==> src/rtl/cdr_dlf_pkg.sv <==
// ---------------------------------------------------------------------------
// cdr_dlf_pkg
//   Shared types and helpers for the CDR digital loop filter.
//   - dlf_state_t : loop gain set in use (ACQ = wide-band acquisition,
//                   TRACK = narrow-band tracking).
//   - CALC_W      : width used for all PI arithmetic. It is wide enough that
//                   no intermediate sum can wrap before clamping. Synthesis
//                   trims the upper bits that can never toggle.
//   - acc_width() : vote accumulator width for a given window length.
//   - sat_fw()    : clamp a CALC_W-wide signed value to a signed width.
//   - vote_of()   : map one cycle of phase-detector votes to -1/0/+1.
// ---------------------------------------------------------------------------
package cdr_dlf_pkg;

   typedef enum logic {
      ACQ   = 1'b0,
      TRACK = 1'b1
   } dlf_state_t;

   localparam int CALC_W    = 64;
   localparam int DEC_DEF   = 16;
   localparam int ACC_W_DEF = $clog2(DEC_DEF) + 2;

   // One bit of headroom for |v| = DEC plus the sign bit.
   function automatic int acc_width(input int dec);
      return $clog2(dec) + 2;
   endfunction

   function automatic logic signed [CALC_W-1:0] sat_fw(
      input logic signed [CALC_W-1:0] value,
      input int                       width
   );
      logic signed [CALC_W-1:0] hi;
      logic signed [CALC_W-1:0] lo;
      hi = (64'sd1 <<< (width - 1)) - 64'sd1;
      lo = -(64'sd1 <<< (width - 1));
      if (value > hi) begin
         return hi;
      end
      if (value < lo) begin
         return lo;
      end
      return value;
   endfunction

   // up = late, dn = early; both or neither cancel.
   function automatic logic signed [1:0] vote_of(
      input logic up,
      input logic dn
   );
      if (up && !dn) begin
         return 2'sd1;
      end
      if (dn && !up) begin
         return -2'sd1;
      end
      return 2'sd0;
   endfunction

endpackage

==> src/rtl/cdr_dlf_lockdet.sv <==
// ---------------------------------------------------------------------------
// cdr_dlf_lockdet
//   Lock detector for the CDR loop filter. Once per decimation window it
//   classifies the window sum as quiet (|v| <= LOCK_THR) or noisy and counts
//   consecutive windows that argue for leaving the current gain set. After
//   LOCK_CNT such windows in a row the state flips and the run counter clears.
//
//   state | meaning
//   ------+---------------------------------------------------------------
//   ACQ   | acquisition gains; counting consecutive quiet windows
//   TRACK | tracking gains (lock high); counting consecutive noisy windows
//
// Ports:
//   clk      in   system clock
//   rst      in   synchronous active-high reset (state = ACQ, rc = 0)
//   win_end  in   high on the last cycle of a decimation window
//   hold     in   freeze state and run counter (loop frozen)
//   v        in   signed window vote sum, valid while win_end is high
//   state    out  current gain set
// ---------------------------------------------------------------------------
module cdr_dlf_lockdet
   import cdr_dlf_pkg::*;
#(
   parameter int ACC_W    = ACC_W_DEF,
   parameter int LOCK_THR = 2,
   parameter int LOCK_CNT = 8
) (
   input  logic                    clk,
   input  logic                    rst,
   input  logic                    win_end,
   input  logic                    hold,
   input  logic signed [ACC_W-1:0] v,
   output dlf_state_t              state
);

   dlf_state_t state_q;
   dlf_state_t state_d;
   logic [7:0] rc_q;
   logic [7:0] rc_d;

   logic [ACC_W-1:0] abs_v;
   logic [31:0]      abs_v32;
   logic             quiet;
   logic [7:0]       rc_inc;
   logic             run_done;

   // |v| never reaches -2^(ACC_W-1), so the negation cannot overflow.
   assign abs_v    = v[ACC_W-1] ? ACC_W'(-v) : ACC_W'(v);
   assign abs_v32  = 32'(abs_v);
   assign quiet    = (abs_v32 <= 32'(LOCK_THR));
   assign rc_inc   = rc_q + 8'd1;
   assign run_done = (rc_inc == 8'(LOCK_CNT));

   always_comb begin
      state_d = state_q;
      rc_d    = rc_q;
      if (win_end && !hold) begin
         unique case (state_q)
            ACQ: begin
               if (quiet) begin
                  if (run_done) begin
                     state_d = TRACK;
                     rc_d    = 8'd0;
                  end else begin
                     rc_d = rc_inc;
                  end
               end else begin
                  rc_d = 8'd0;
               end
            end
            TRACK: begin
               if (!quiet) begin
                  if (run_done) begin
                     state_d = ACQ;
                     rc_d    = 8'd0;
                  end else begin
                     rc_d = rc_inc;
                  end
               end else begin
                  rc_d = 8'd0;
               end
            end
            default: begin
               state_d = ACQ;
               rc_d    = 8'd0;
            end
         endcase
      end
   end

   always_ff @(posedge clk) begin
      if (rst) begin
         state_q <= ACQ;
         rc_q    <= 8'd0;
      end else begin
         state_q <= state_d;
         rc_q    <= rc_d;
      end
   end

   assign state = state_q;

endmodule

==> src/rtl/cdr_dlf.sv <==
// ---------------------------------------------------------------------------
// cdr_dlf
//   Digital loop filter for the bang-bang CDR, feeding the frequency control
//   word of the 4-phase I/Q oscillator. Early/late votes are summed over a
//   DEC-cycle window; at the end of each window a proportional-integral
//   update runs and the new FCW is presented one cycle later with a one-cycle
//   fcw_vld strobe. Gains are shifts, selected by the lock detector
//   (ACQ: KP_ACQ/KI_ACQ, TRACK: KP_TRK/KI_TRK).
//
//   Optional build macro: CDR_DLF_FREEZE_EN
//     Adds input 'freeze'. While high, the integrator and lock detector hold
//     and fcw is driven by the proportional path alone around the held
//     integrator. fcw_vld still pulses every window.
//
// Ports:
//   clk      in   system clock
//   rst      in   synchronous active-high reset
//   up       in   PD late vote for this cycle
//   dn       in   PD early vote for this cycle
//   freeze   in   (CDR_DLF_FREEZE_EN only) hold integrator and lock state
//   fcw      out  signed FW-bit frequency control word
//   fcw_vld  out  one-cycle strobe when fcw updates
//   lock     out  high while in TRACK
// ---------------------------------------------------------------------------
module cdr_dlf
   import cdr_dlf_pkg::*;
#(
   parameter int DEC      = 16,
   parameter int FW       = 20,
   parameter int FCW_INIT = 0,
   parameter int KP_ACQ   = 6,
   parameter int KI_ACQ   = 2,
   parameter int KP_TRK   = 4,
   parameter int KI_TRK   = 0,
   parameter int LOCK_THR = 2,
   parameter int LOCK_CNT = 8
) (
   input  logic                 clk,
   input  logic                 rst,
   input  logic                 up,
   input  logic                 dn,
`ifdef CDR_DLF_FREEZE_EN
   input  logic                 freeze,
`endif
   output logic signed [FW-1:0] fcw,
   output logic                 fcw_vld,
   output logic                 lock
);

   localparam int CNT_W = $clog2(DEC);
   localparam int ACC_W = acc_width(DEC);

   if (DEC < 2 || DEC > 256 || (DEC & (DEC - 1)) != 0) begin : g_bad_dec
      $error("cdr_dlf: DEC must be a power of 2 in 2..256");
   end
   if (LOCK_CNT < 1 || LOCK_CNT > 255) begin : g_bad_lock_cnt
      $error("cdr_dlf: LOCK_CNT must be in 1..255");
   end

   logic freeze_w;
`ifdef CDR_DLF_FREEZE_EN
   assign freeze_w = freeze;
`else
   assign freeze_w = 1'b0;
`endif

   logic [CNT_W-1:0]        cnt_q;
   logic [CNT_W-1:0]        cnt_d;
   logic signed [ACC_W-1:0] acc_q;
   logic signed [ACC_W-1:0] acc_d;
   logic signed [FW-1:0]    integ_q;
   logic signed [FW-1:0]    integ_d;
   logic signed [FW-1:0]    fcw_q;
   logic signed [FW-1:0]    fcw_d;
   logic                    fcw_vld_q;
   logic                    fcw_vld_d;

   logic signed [1:0]        vote;
   logic signed [ACC_W-1:0]  v_win;
   logic                     win_end;
   dlf_state_t               state;
   logic [5:0]               kp_sh;
   logic [5:0]               ki_sh;
   logic signed [CALC_W-1:0] v_ext;
   logic signed [CALC_W-1:0] integ_ext;
   logic signed [CALC_W-1:0] integ_sum;
   logic signed [CALC_W-1:0] integ_new;
   logic signed [CALC_W-1:0] fcw_sum;

   // The window-end cycle's own vote is part of the sum.
   assign vote    = vote_of(up, dn);
   assign v_win   = acc_q + ACC_W'(vote);
   assign win_end = (cnt_q == CNT_W'(DEC - 1));

   // Gains follow the state in effect at window end; a state change made by
   // this window therefore only affects the next one.
   assign kp_sh = (state == TRACK) ? 6'(KP_TRK) : 6'(KP_ACQ);
   assign ki_sh = (state == TRACK) ? 6'(KI_TRK) : 6'(KI_ACQ);

   // Sign-extend into the wide domain, then clamp. Clamping the integrator
   // every update keeps it pinned at a rail under same-sign votes while an
   // opposite-sign window moves it off immediately.
   assign v_ext     = CALC_W'(v_win);
   assign integ_ext = CALC_W'(integ_q);
   assign integ_sum = sat_fw(integ_ext + (v_ext <<< ki_sh), FW);
   assign integ_new = freeze_w ? integ_ext : integ_sum;
   assign fcw_sum   = sat_fw(integ_new + (v_ext <<< kp_sh), FW);

   always_comb begin
      cnt_d     = cnt_q + CNT_W'(1);
      acc_d     = v_win;
      integ_d   = integ_q;
      fcw_d     = fcw_q;
      fcw_vld_d = 1'b0;
      if (win_end) begin
         cnt_d     = '0;
         acc_d     = '0;
         integ_d   = FW'(integ_new);
         fcw_d     = FW'(fcw_sum);
         fcw_vld_d = 1'b1;
      end
   end

   always_ff @(posedge clk) begin
      if (rst) begin
         cnt_q     <= '0;
         acc_q     <= '0;
         integ_q   <= FW'(FCW_INIT);
         fcw_q     <= FW'(FCW_INIT);
         fcw_vld_q <= 1'b0;
      end else begin
         cnt_q     <= cnt_d;
         acc_q     <= acc_d;
         integ_q   <= integ_d;
         fcw_q     <= fcw_d;
         fcw_vld_q <= fcw_vld_d;
      end
   end

   cdr_dlf_lockdet #(
      .ACC_W    (ACC_W),
      .LOCK_THR (LOCK_THR),
      .LOCK_CNT (LOCK_CNT)
   ) u_lockdet (
      .clk     (clk),
      .rst     (rst),
      .win_end (win_end),
      .hold    (freeze_w),
      .v       (v_win),
      .state   (state)
   );

   assign fcw     = fcw_q;
   assign fcw_vld = fcw_vld_q;
   assign lock    = (state == TRACK);

endmodule

==> config.mk <==
export PLATFORM = sky130hd
export DESIGN_NAME = cdr_dlf
export DESIGN_NICKNAME = d
export VERILOG_FILES = /design/src/rtl/cdr_dlf_pkg.sv /design/src/rtl/cdr_dlf_lockdet.sv /design/src/rtl/cdr_dlf.sv
export SDC_FILE = /design/constraint.sdc
export NUM_CORES = 1
export LEC_CHECK = 0
export BUFFER_PORTS_ARGS = -buffer_cell sky130_fd_sc_hd__buf_2
export CAP_MARGIN = 20
export CORE_ASPECT_RATIO = 2
export CORE_MARGIN = 10
export CORE_UTILIZATION = 65
export CTS_BUF_LIST = sky130_fd_sc_hd__clkbuf_4
export DETAILED_ROUTE_END_ITERATION = 10
export PLACE_DENSITY = 0.9
export SLEW_MARGIN = 20
export SYNTH_ARGS = -nofsm -noshare
export SYNTH_HDL_FRONTEND = slang
export SYNTH_SLANG_ARGS = --single-unit
export TNS_END_PERCENT = 100
==> constraint.sdc <==
create_clock -name clk -period 18.7 [get_ports clk]
set_input_delay 0 -clock clk [delete_from_list [all_inputs] [get_ports clk]]
set_output_delay 0 -clock clk [all_outputs]
set_load 0.01 [all_outputs]
# --- After elaboration in Yosys (flattened, before gate mapping) ---
# Cells that the tools add are included.
totals:
  reg_bits: 60
  inputBits: 4
  output_inout_bits: 22
  elab_cells: 62
op_classes:
  addsub: 6
  n_lt_le_gt_ge: 5
  n_eq_ne: 2
  n_shift: 2
  mux: 34
  n_bitwise: 1
  reduce_logical: 5
op_table:
  columns: ["operator", "count"]
  rows:
  - ["64-bit two-way mux", 4]
  - ["64-bit by 20-bit greater-than comparator with 1-bit output, second input constant", 2]
  - ["64-bit by 20-bit < comparator with 1-bit output, second input constant", 2]
  - ["20-bit two-way mux", 4]
  - ["20-bit by 64-bit adder with 64-bit output", 1]
  - ["64-bit adder", 1]
  - ["6-bit by 2-bit <<< shifter with 64-bit output", 1]
  - ["6-bit by 3-bit <<< shifter with 64-bit output", 1]
  - ["8-bit two-way mux", 3]
  - ["8-bit case mux with 2 select lines", 1]
  - ["1-bit two-way mux", 14]
  - ["2-bit two-way mux", 6]
  - ["8-bit by 1-bit adder with 8-bit output, second input constant", 1]
  - ["8-bit by 4-bit equality test with 1-bit output, second input constant", 1]
  - ["6-bit by 2-bit adder with 6-bit output", 1]
  - ["6-bit by 2-bit <= comparator with 1-bit output, second input constant", 1]
  - ["6-bit two-way mux", 1]
  - ["6-bit negation", 1]
  - ["4-bit by 1-bit adder with 4-bit output, second input constant", 1]
  - ["4-bit equality test, second input constant", 1]
  - ["1-bit logical AND", 2]
  - ["1-bit zero test", 2]
  - ["1-bit case mux with 2 select lines", 1]
  - ["2-bit OR reduction", 1]
  - ["1-bit inverter", 1]

# --- Longest topological paths before layout ---
# Gate-level depths: netlist of run 1.
depth:
  ltp_word: 20
  depth_mapped: 49
  mapped_depth_nobuf: 46

# --- Hierarchy ---
# Synthesis of run 1 repeated with hierarchy kept, for this count alone.
unflattened:
  cells_unflattened: 1276
  hier_area_um2: 9141.3
by_module_without_submodules:
  columns: ["mod", "n_inst", "cells_each", "area_per_inst_um2", "seq_area_each_um2"]
  rows:
  - ["cdr_dlf", 1, 1180, 8440.6, 1021.0]
  - ["cdr_dlf_lockdet", 1, 96, 700.7, 180.2]

# --- Worst setup path before layout of run 1 ---
# OpenSTA, ideal clock, no wires.
synth_path:
  path_kind: "input to register"
  startpoint: "input port up"
  endpoint: "register fcw_q[10] (netlist: fcw[10])"
  setup_ps: 122
  t_arrival_ps: 14372
  t_required_ps: 18578
  slack_ps: 4206
  cell_stages: 46
  n_path_buf: 5
  path_cell_list: "inv_1 ha_1 inv_1 ha_1 a31oi_1 o22ai_1 mux2i_1 o32ai_1 xor2_1 inv_1 mux2i_1 ha_1 o21a_1 o21a_1 o22a_1 a21o_1 a21o_1 a211o_1 [10 not listed] clkbuf_1 clkbuf_1 nor2_1 nor2_1 ha_1 buf_2 a21oi_1 o21ai_0 a21o_1 or3_4 a2bb2o_4 or4b_1 nor4_2 nand3_1 nor4b_4 a211oi_2 buf_6 a221o_1"
synth_between:
  elab_chain_len: 20
  word_cells_on_any_way: 30
  cone_classes: "3 x add/sub; 4 x order compare; 2 x shift; 18 x mux; 3 x reduce/logical"
synth_lines:
  columns: ["element", "line", "text"]
  rows:
  - ["start: declaration", "cdr_dlf.sv:40", "input logic up,"]
  - ["1-bit zero test", "cdr_dlf_pkg.sv:54", "if (dn && !up) begin"]
  - ["1-bit logical AND", "cdr_dlf_pkg.sv:54", null]
  - ["1-bit two-way mux (2 in series)", "cdr_dlf_pkg.sv:54", null]
  - ["2-bit two-way mux", "cdr_dlf_pkg.sv:57", "return 2'sd0;"]
  - ["2-bit two-way mux *", "cdr_dlf_pkg.sv:54", null]
  - ["6-bit by 2-bit adder with 6-bit output *", "cdr_dlf.sv:92", "assign v_win = acc_q + ACC_W'(vote);"]
  - ["net u_lockdet.v[5]", "cdr_dlf_lockdet.sv:32", "input logic signed [ACC_W-1:0] v,"]
  - ["6-bit by 2-bit <<< shifter with 64-bit output", "cdr_dlf.sv:105", "assign integ_sum = sat_fw(integ_ext + (v_ext <<< ki_sh), FW);"]
  - ["[2 not listed]", null, null]
  - ["1-bit two-way mux (2 in series)", "cdr_dlf_pkg.sv:40", "if (value < lo) begin"]
  - ["64-bit two-way mux", "cdr_dlf_pkg.sv:43", "return value;"]
  - ["64-bit two-way mux", "cdr_dlf_pkg.sv:40", null]
  - ["64-bit adder *", "cdr_dlf.sv:107", "assign fcw_sum = sat_fw(integ_new + (v_ext <<< kp_sh), FW);"]
  - ["64-bit by 20-bit < comparator with 1-bit output", "cdr_dlf_pkg.sv:40", null]
  - ["1-bit two-way mux (2 in series)", "cdr_dlf_pkg.sv:40", null]
  - ["20-bit two-way mux", "cdr_dlf_pkg.sv:43", null]
  - ["20-bit two-way mux *", "cdr_dlf_pkg.sv:40", null]
  - ["end signal: assignment", "cdr_dlf.sv:129", "fcw_q <= FW'(FCW_INIT);"]
  - ["end signal: assignment", "cdr_dlf.sv:135", "fcw_q <= fcw_d;"]
  - ["end: declaration", "cdr_dlf.sv:73", "logic signed [FW-1:0] fcw_q;"]
# Mark *: on every way through the listed nets, which the timed path passes. The rest lies on a longest branch. The select of a mux whose other input is x is not followed.
# A chain may end at the register's enable or synchronous reset.

# --- Worst setup path in the final report of run 1 ---
layout_path:
  startpoint: "register acc_q[0]"
  endpoint: "register fcw_q[12] (netlist: fcw[12])"
layout_between:
  elab_chain_len: 14
  word_cells_on_any_way: 21
  cone_classes: "3 x add/sub; 4 x order compare; 2 x shift; 12 x mux"
layout_lines:
  columns: ["element", "line", "text"]
  rows:
  - ["start: declaration", "cdr_dlf.sv:69", "logic signed [ACC_W-1:0] acc_q;"]
  - ["start signal: assignment", "cdr_dlf.sv:127", "acc_q <= '0;"]
  - ["start signal: assignment", "cdr_dlf.sv:133", "acc_q <= acc_d;"]
  - ["6-bit by 2-bit adder with 6-bit output *", "cdr_dlf.sv:92", null]
  - ["net u_lockdet.v[5]", "cdr_dlf_lockdet.sv:32", null]
  - ["6-bit by 2-bit <<< shifter with 64-bit output", "cdr_dlf.sv:105", null]
  - ["20-bit by 64-bit adder with 64-bit output", "cdr_dlf.sv:105", null]
  - ["64-bit by 20-bit < comparator with 1-bit output", "cdr_dlf_pkg.sv:40", null]
  - ["1-bit two-way mux (2 in series)", "cdr_dlf_pkg.sv:40", null]
  - ["64-bit two-way mux", "cdr_dlf_pkg.sv:43", null]
  - ["64-bit two-way mux", "cdr_dlf_pkg.sv:40", null]
  - ["64-bit adder *", "cdr_dlf.sv:107", null]
  - ["64-bit by 20-bit < comparator with 1-bit output", "cdr_dlf_pkg.sv:40", null]
  - ["1-bit two-way mux (2 in series)", "cdr_dlf_pkg.sv:40", null]
  - ["20-bit two-way mux", "cdr_dlf_pkg.sv:43", null]
  - ["20-bit two-way mux *", "cdr_dlf_pkg.sv:40", null]
# Marks and branches as above.

==> results of run 1 <==
area by class of cell:
cell class                      instances  area (um2)
Clock inverter                          5        37.5
Fill cell                            1226        4350
Multi-Input combinational cell       1068        7240
Clock buffer                           11        82.6
Timing Repair Buffer                   31         190
Antenna cell                            1        2.50
Inverter                               38         143
Sequential cell                        60        1200
Tap cell                              155         194
through the flow:
| step | instance area (um2) | instances |
|---|---|---|
| 2_1_floorplan | 8860 | 1233 |
| 3_3_place_gp | 8930 | 1351 |
| 3_5_place_dp | 8930 | 1351 |
| 4_1_cts | 9050 | 1367 |
| 5_1_grt | 9090 | 1369 |
| 6_report | 9090 | 1369 |
sequential cells by signal (all words and copies together), names as in the netlist, named ones only:
name and count:
cnt_q 4, acc_q 6, fcw 20, integ_q 20, fcw_vld 1, u_lockdet.rc_q 8
synth_stat cells (all sizes together), types with 3 or more instances:
library cell  number
nand2b            11
a211oi            12
nor4b              4
nand2            114
o31a               7
a22oi              4
dfxtp             60
a21oi            144
a221o             19
a211o              3
xor2              38
ha                87
buf               26
nor2b             11
nand3             35
o21ai             90
a31oi             18
o31ai             12
xnor2             35
o2111ai            3
and2              11
o22ai              4
and4               7
nor3              28
and4b              3
nand4             31
and3              10
inv               36
a21o              27
o21a              17
a21boi             6
o211ai            15
mux2i              8
a41oi              4
o21bai             9
a311oi             3
fa                18
nor4              16
clkbuf            41
or3                5
nor2             157
nor4bb             6
worst max-delay path: cells and delay by family (launching register included):
family / cells / cell delay, ps
AOI/OAI and AO/OA: 16 / 4550
xor gates and xnor gates: 2 / 670
adders and majority gates: 5 / 2380
buffers and inverters: 3 / 1790
DFF: 1 / 320
muxes: 1 / 140
and+or+nand+nor: 11 / 3090
cells in the final DEF, fill, tap and decap left out, types with 12 or more instances in the layout:
cell and count:
a21o_1 27, a21oi_1 134, a221o_1 19, a31oi_1 16, buf_2 25, dfxtp_1 60, fa_1 18, ha_1 87
inv_1 36, nand2_1 114, nand3_1 35, nand4_1 31, nor2_1 157, nor3_1 26, nor4_1 14, o211ai_1 15
o21a_1 17, o21ai_0 76, o31ai_1 12, xnor2_1 35, xor2_1 37
kinds of logic after synthesis:
family	Yosys count
flip-flops	60
XOR/XNOR	73
AND/OR/NAND/NOR	461
buffers and inverters	105
adder cells (fa/ha/maj)	105
multiplexers	8
AO/OA/AOI/OAI	421
per-layer routing:
layer	wire length [um]	vias to the layer above
li1	-	4518
met1	10200	4629
met2	17300	517
met3	1810	221
met4	3620	0
met5	0	-
power by group:
part           internal, uW  total (uW)  switching, uW
logic                   498        1550           1050
clock network          30.7        84.5           53.8
registers               131         135           3.83
path summary, 6_finish.rpt:
check | cells after the start | end | slack (ps)
hold reg to reg | 1 | cnt_q[0] | 470
setup / recovery | 38 | fcw[12] | 5660
setup reg to reg | 38 | fcw[12] | 5660
hold / removal | 2 | cnt_q[2] | 20
==> results.toml, run 1 <==
[outcome]
status = "finished clean"

[logic_synthesis]
synthCells = 1233
ys.flop_type = "dfxtp_1"
synth-edff-count = 0
synth_top_family_by_area = "compound AO/OA/AOI/OAI gates"
netlist_area_um2 = 8860
syn_nets = 1342
synth_fa_ha_area_share_pct = 16.3
synth_top_cell_area_share_pct = 13.5
ys_ff_latch = 60
synth_cell_types = 84
ys_warn_count = 0
syn_area_per_cell_um2 = 7.19
synthArstFlopShare_pct = 0
ys_seq_area_share_pct = 13.5
synth-compound-area-share_pct = 31.3
synth_xor_area_share_pct = 7.21
synth_area_leaders = "dfxtp_1 14%, ha_1 12%, a21oi_1 7.6%"
muxShareOfSynthArea_pct = 0.903
yosys.area.top_type = "dfxtp_1"
synthSimpleGateAreaFrac_pct = 25.5

[route]
vias_per_cell = 7.22
totalWireLength_um = 33000
drt_pre_antenna_iters = 6
drtIter0Drc = 845
postRouteAntennaNets = 0
dr_total_vias = 9885
wl_per_cell_um = 24.1
remaining_drc_errors = 0

[clock_network]
cts_setup_buffers = 0
clock_latency_ps = 440
cts_hold_buffers = 0
clkTransAtPathRegs_ps = 110
cts_root_buffer = "clkbuf_4"
cts_repair_resize_count = 0
cts.sink_count = 60
cts_buffers = 9
clk_path_buf_depth = 2
cts.htree.levels = 3
cts_tree = "done"

[timing]
fin_crit_sh_pct = 69.8
slew_violations = 0
hold_violations = 0
holdWs_ps = 21.7
rsz0062_at_grt = "no"
timing.slew.headroom_pct = 26.6
finalCriticalPeriod_ps = 13040
timing.fmax_mhz = 76.7
fin_skew_ps = 13.4
worstMarginPinSlew_ps = 1100
setup_ws_ps = 5660
setup_violations = 0
setup_tns_ps = 0

[worst_setup_path]
worst_setup_path_end_kind = "flip-flop"
worst_setup_path_start_kind = "flip-flop"
critPathKind = "flip-flop to flip-flop"
startpoint = "acc_q[0]"
worst-path-max-fanout = 76
cp_data_required_time_ps = 19090
cp_slowest_stage_delay_ps = 900
timing.rr.start = "acc_q[0]"
cp_slowest_cell = "ha_1"
path_common_cell = "ha_1"
arrival_ps = 13430

[grt]
gr-max-usage-layer = "met2"
use_met3_pct = 4.70
grtUsageMet1_pct = 29.3
grt_max_degree = 77
grt_pass1_vias = 9840
grt.overflow.total = 0
antenna_found_initial = 1
grt_pass1_wl_um = 51100
grt_use_met2_pct = 64.2
grtUsageTotal_pct = 34.6

[final_layout]
finish.utilization_pct = 67.6
fin_nets = 1317
area_growth_pct = 2.50
layout-drive-gt1-share_pct = 6.68

[floorplan]
fp-row-count = 60
pin_count = 26
dieHeight_um = 185
die_w_um = 103
start_util_pct = 66.0
core_um2 = 13400
dieArea_um2 = 19000

[power_and_ir_drop]
power_uw = 1770
vdd_drop_max_mv = 0.156
power.leakage_uw = 0.00370
cellPowerDensity_nw_per_um2 = 195

[hold_path]
hold_path.startpoint = "rst"
min_path_type = "input port to flip-flop"

[place]
place.gp.congestion = 1.09
pre_cts_ws_ps = 5200
io_buffer_count = 25
hpwl_um = 25800

[run]
maxCapViolCount = 0
Power figures use the tool's default switching activity.
==> run 2: changes to the inputs <==
==> constraint.sdc (replaced) <==
create_clock -name clk -period 12.95 [get_ports clk]
set_input_delay 0 -clock clk [delete_from_list [all_inputs] [get_ports clk]]
set_output_delay 0 -clock clk [all_outputs]
set_load 0.01 [all_outputs]
==> results.toml, run 2 (synthesized netlist as in run 1, its figures left out) <==
[final_layout]
fin_nets = 1324
area_growth_pct = 3.68
final_cell_area_um2 = 9190
fillers = 1187
final_common_cell = "nor2_1"
layout-drive-gt1-share_pct = 7.21
final_cell_mix = "157 x nor2_1, 134 x a21oi_1, 114 x nand2_1"

[worst_setup_path]
worst_setup_path_end_kind = "flip-flop"
worst_setup_path_start_kind = "flip-flop"
worst-path-max-fanout = 63
critPathKind = "flip-flop to flip-flop"
cp_slowest_cell = "buf_4"
cp_data_required_time_ps = 13280
arrival_ps = 12260
cp_slowest_stage_delay_ps = 720

[route]
drtIter0Drc = 732
totalWireLength_um = 33500
remaining_drc_errors = 0
wl_per_cell_um = 24.4
vias_per_cell = 7.11
drt_pre_antenna_iters = 8
dr_total_vias = 9781
postRouteAntennaNets = 0

[place]
hpwl_um = 26300
place_area_um2 = 9000
place.gp.congestion = 1.08
io_buffer_count = 25

[clock_network]
cts_buffers = 9
cts_repair_resize_count = 0
cts_tree = "done"
cts.sink_count = 60
cts.htree.levels = 3
clkTransAtPathRegs_ps = 110
cts_root_buffer = "clkbuf_4"
cts_setup_buffers = 0
clk_path_buf_depth = 2
cts_hold_buffers = 0
clock_latency_ps = 440

[timing]
hold_violations = 0
fin_skew_ps = 12.4
rsz0062_at_grt = "no"
finalCriticalPeriod_ps = 11920
setup_tns_ps = 0
timing.slew.headroom_pct = 31.6
fin_crit_sh_pct = 92.1
worstMarginPinSlew_ps = 1020
slew_violations = 0
timing.fmax_mhz = 83.9
setup_violations = 0

[grt]
grtUsageTotal_pct = 35.6
grt.overflow.total = 0
grt_pass1_vias = 9824
antenna_found_initial = 1
grt_pass1_wl_um = 52000
grt_max_degree = 64

[floorplan]
start_util_pct = 66.0
pin_count = 26
core_um2 = 13400
dieHeight_um = 185
dieArea_um2 = 19000
fp-row-count = 60
die_w_um = 103

[power_and_ir_drop]
cellPowerDensity_nw_per_um2 = 285
power.leakage_uw = 0.00377
vdd_drop_max_mv = 0.255

[outcome]
status = "finished clean"

[run]
maxCapViolCount = 0

[hold_path]
min_path_type = "input port to flip-flop"
run 2: cell types whose count changed in the layout (fill, tap and decap cells not counted):
cell,previous run,this run
clkinvlp_4,2,0
clkbuf_4,11,10
inv_6,1,0
a211oi_4,1,0
a211oi_2,1,2
buf_16,1,0
bufinv_16,0,3
clkinv_4,1,2
buf_4,5,12
buf_12,0,1
run 2: cell type report:
type	count	area (um2)	area share (%)
well taps	155	194	2.11
clock inverters	6	113	1.23
repair buffers	38	235	2.56
inverters	38	143	1.55
clock buffers	10	75.1	0.817
flip-flops and latches	60	1200	13.1
multi-input cells	1068	7230	78.6
diodes	1	2.50	0.0272
run 2: path summary, 6_finish.rpt:
kind | cells after the start | slack, ps | from | endpoint
setup / recovery | 38 | 1030 | acc_q[0] | fcw[15]
hold / removal | 2 | 4 | rst | cnt_q[2]
setup reg to reg | 38 | 1030 | acc_q[0] | fcw[15]
hold reg to reg | 2 | 480 | integ_q[11] | integ_q[11]
run 2: layer usage:
metal | wire length [um] | share of wire, % | GRT usage, % | vias to the layer above
li1 | - | - | - | 4526
met1 | 10300 | 31 | 30.4 | 4548
met2 | 17600 | 53 | 65.7 | 485
met3 | 1810 | 5.4 | 5.04 | 222
met4 | 3800 | 11 | 35.6 | 0
met5 | 0 | 0 | 0 | -
run 2: worst max-delay path, delay by kind of cell, from the launching register on:
| kind | cells | cell delay [ps] |
|---|---|---|
| AO/OA/AOI/OAI | 16 | 4920 |
| XOR/XNOR | 2 | 370 |
| adder cells (fa/ha/maj) | 5 | 1830 |
| buffers and inverters | 4 | 1550 |
| flip-flops | 1 | 330 |
| multiplexers | 1 | 130 |
| AND/OR/NAND/NOR | 10 | 2660 |
run 2: stage by stage:
stage	setup slack [ps]	instances	hold slack, ps	utilization, %	total power [uW]
after floorplan	377	1233	299	-	1780
after global placement	1220	1359	405	67.0	2330
after detailed placement	1110	1359	408	67.0	2340
after CTS	1240	1375	8.64	68.4	2530
after global routing	138	1376	10.9	68.4	2770
final	1030	1376	4.02	68.4	2620
run 2: report_power, final:
| group | internal [uW] | leakage, uW | switching (uW) | total (uW) |
|---|---|---|---|---|
| Clock | 100 | 0.000101 | 78.0 | 178 |
| Combinational | 721 | 0.00318 | 1520 | 2240 |
| Sequential | 189 | 0.000485 | 5.52 | 195 |
| Total | 1010 | 0.00377 | 1610 | 2620 |
==> run 3: changes to the inputs <==
--- a/config.mk
+++ b/config.mk
@@ -5,14 +5,16 @@
 export SDC_FILE = /design/constraint.sdc
 export NUM_CORES = 1
 export LEC_CHECK = 0
-export BUFFER_PORTS_ARGS = -buffer_cell sky130_fd_sc_hd__buf_2
 export CAP_MARGIN = 20
+export CELL_PAD_IN_SITES_DETAIL_PLACEMENT = 0
+export CELL_PAD_IN_SITES_GLOBAL_PLACEMENT = 2
 export CORE_ASPECT_RATIO = 2
 export CORE_MARGIN = 10
-export CORE_UTILIZATION = 65
+export CORE_UTILIZATION = 36
 export CTS_BUF_LIST = sky130_fd_sc_hd__clkbuf_4
 export DETAILED_ROUTE_END_ITERATION = 10
-export PLACE_DENSITY = 0.9
+export DONT_BUFFER_PORTS = 1
+export PLACE_DENSITY = 0.87
 export SLEW_MARGIN = 20
 export SYNTH_ARGS = -nofsm -noshare
 export SYNTH_HDL_FRONTEND = slang
==> constraint.sdc (replaced) <==
create_clock -name clk -period 9.9 [get_ports clk]
set_input_delay 0 -clock clk [delete_from_list [all_inputs] [get_ports clk]]
set_output_delay 0 -clock clk [all_outputs]
set_load 0.01 [all_outputs]
==> results.toml, run 3 (synthesized netlist as in run 1, its figures left out) <==
[outcome]
status = "finished clean"

[grt]
antenna_found_initial = 1
grt.overflow.total = 0
grtUsageMet1_pct = 17.8
grt_pass1_wl_um = 52600
gr-max-usage-layer = "met2"
use_met3_pct = 2.21
grt_use_met2_pct = 41.7
grt_max_degree = 38
grtUsageTotal_pct = 21.4
grt_pass1_vias = 9658

[timing]
setup_violations = 0
timing.slew.headroom_pct = 37.2
slew_violations = 0
timing.fmax_mhz = 102
worstMarginPinSlew_ps = 940
fin_crit_sh_pct = 98.7
finalCriticalPeriod_ps = 9770
hold_violations = 0
fin_skew_ps = 22.6
holdWs_ps = 72.8

[route]
totalWireLength_um = 36000
vias_per_cell = 6.21
postRouteAntennaNets = 0
wl_per_cell_um = 22.6
remaining_drc_errors = 0
drtIter0Drc = 504
dr_total_vias = 9905
drt_pre_antenna_iters = 5

[clock_network]
clk_path_buf_depth = 2
cts_root_buffer = "clkbuf_4"
cts_buffers = 9
clock_latency_ps = 480
cts.htree.levels = 3
cts_tree = "done"
cts.sink_count = 60
clkTransAtPathRegs_ps = 120

[final_layout]
layout-drive-gt1-share_pct = 21.8
fillers = 2487
seq_area_um2 = 1200
final_common_cell = "nor2_1"
final_cell_mix = "154 x nor2_1, 109 x nand2_1, 108 x a21oi_1"
finish.utilization_pct = 44.9
area_growth_pct = 23.1
instances_no_fill = 1595
fin_nets = 1408
final_cell_area_um2 = 10900
multi_input_comb_area_um2 = 8010

[worst_setup_path]
worst-path-max-fanout = 9
cp_slowest_stage_delay_ps = 510
cp_slowest_cell = "fa_1"
arrival_ps = 10140
worst_setup_path_start_kind = "flip-flop"
worst_setup_path_end_kind = "flip-flop"
path_common_cell = "a21o_1"
cp_data_required_time_ps = 10270
critPathKind = "flip-flop to flip-flop"

[power_and_ir_drop]
power.leakage_uw = 0.00426
vdd_drop_max_mv = 0.110
cellPowerDensity_nw_per_um2 = 369

[floorplan]
core_um2 = 24300
pin_count = 26
start_util_pct = 36.4
fp-row-count = 81
dieArea_um2 = 31700
die_w_um = 131
dieHeight_um = 242

[place]
io_buffer_count = 0
place_area_um2 = 9730
placed_cells = 1536
hpwl_um = 28400
place.gp.congestion = 0.996

[hold_path]
min_path_type = "input port to flip-flop"

[run]
maxCapViolCount = 0
[run 3: changes by cell type in the layout (fill, tap and decap cells not counted), sizes merged]
cell	delta
buf	+79
clkinvlp	+3
dlygate4sd3	+1
clkbuf	+2
bufinv	-2
clkinv	-1
a31oi	+1
inv	+1
[run 3: worst paths after layout]
check        startpoint  endpoint  slack, ps  depth (start not counted)
max reg2reg    acc_q[0]    fcw[3]        130                         41
min                 rst  acc_q[1]         70                          2
min reg2reg    cnt_q[0]  cnt_q[0]        460                          1
max            acc_q[0]    fcw[3]        130                         41
[run 3: layout make-up]
type                    count  share of cell area (%)
clock buffers              10                   0.688
repair inverters            1                  0.0803
repair buffers            120                    9.44
diodes                      1                  0.0229
multi-input cells        1069                    73.4
flip-flops and latches     60                    11.0
well taps                 290                    3.33
clock inverters             6                   0.596
inverters                  38                    1.44
[run 3: timing repair]
action	CTS	global route
gates cloned	0	4
hold endpoints to repair	29	0
setup endpoints to repair	19	20
buffers inserted	3	33
pin swaps	4	40
gates resized for setup	10	129
hold buffers	1	0
[run 3: routing by layer]
metal / routed length [um] / vias up
li1: - / 4700
met1: 11000 / 4706
met2: 20300 / 346
met3: 1360 / 153
met4: 3360 / 0
met5: 0 / -
[run 3: critical path: cells and delay by family, from the launching register on]
kind | cells | cell delay [ps]
AOI/OAI and AO/OA | 17 | 3780
and+or+nand+nor | 13 | 2890
adders and majority gates | 4 | 1380
buffers and inverters | 4 | 710
DFF | 1 | 330
muxes | 2 | 310
xor gates and xnor gates | 1 | 280
[run 3: per-stage QoR]
stage	total power, uW	setup TNS, ps	setup WS (ps)
after CTS	3600	0	15.0
final	4030	0	129
after global routing	4290	-5130	-308
after global placement	3370	-5780	-313
after detailed placement	3370	-7140	-398
after floorplan	2410	-16360	-936
[run 3: report_power, final]
group	internal, uW	switching [uW]	total [uW]
logic	1370	2220	3590
clock network	78.9	107	186
registers	247	8.07	256
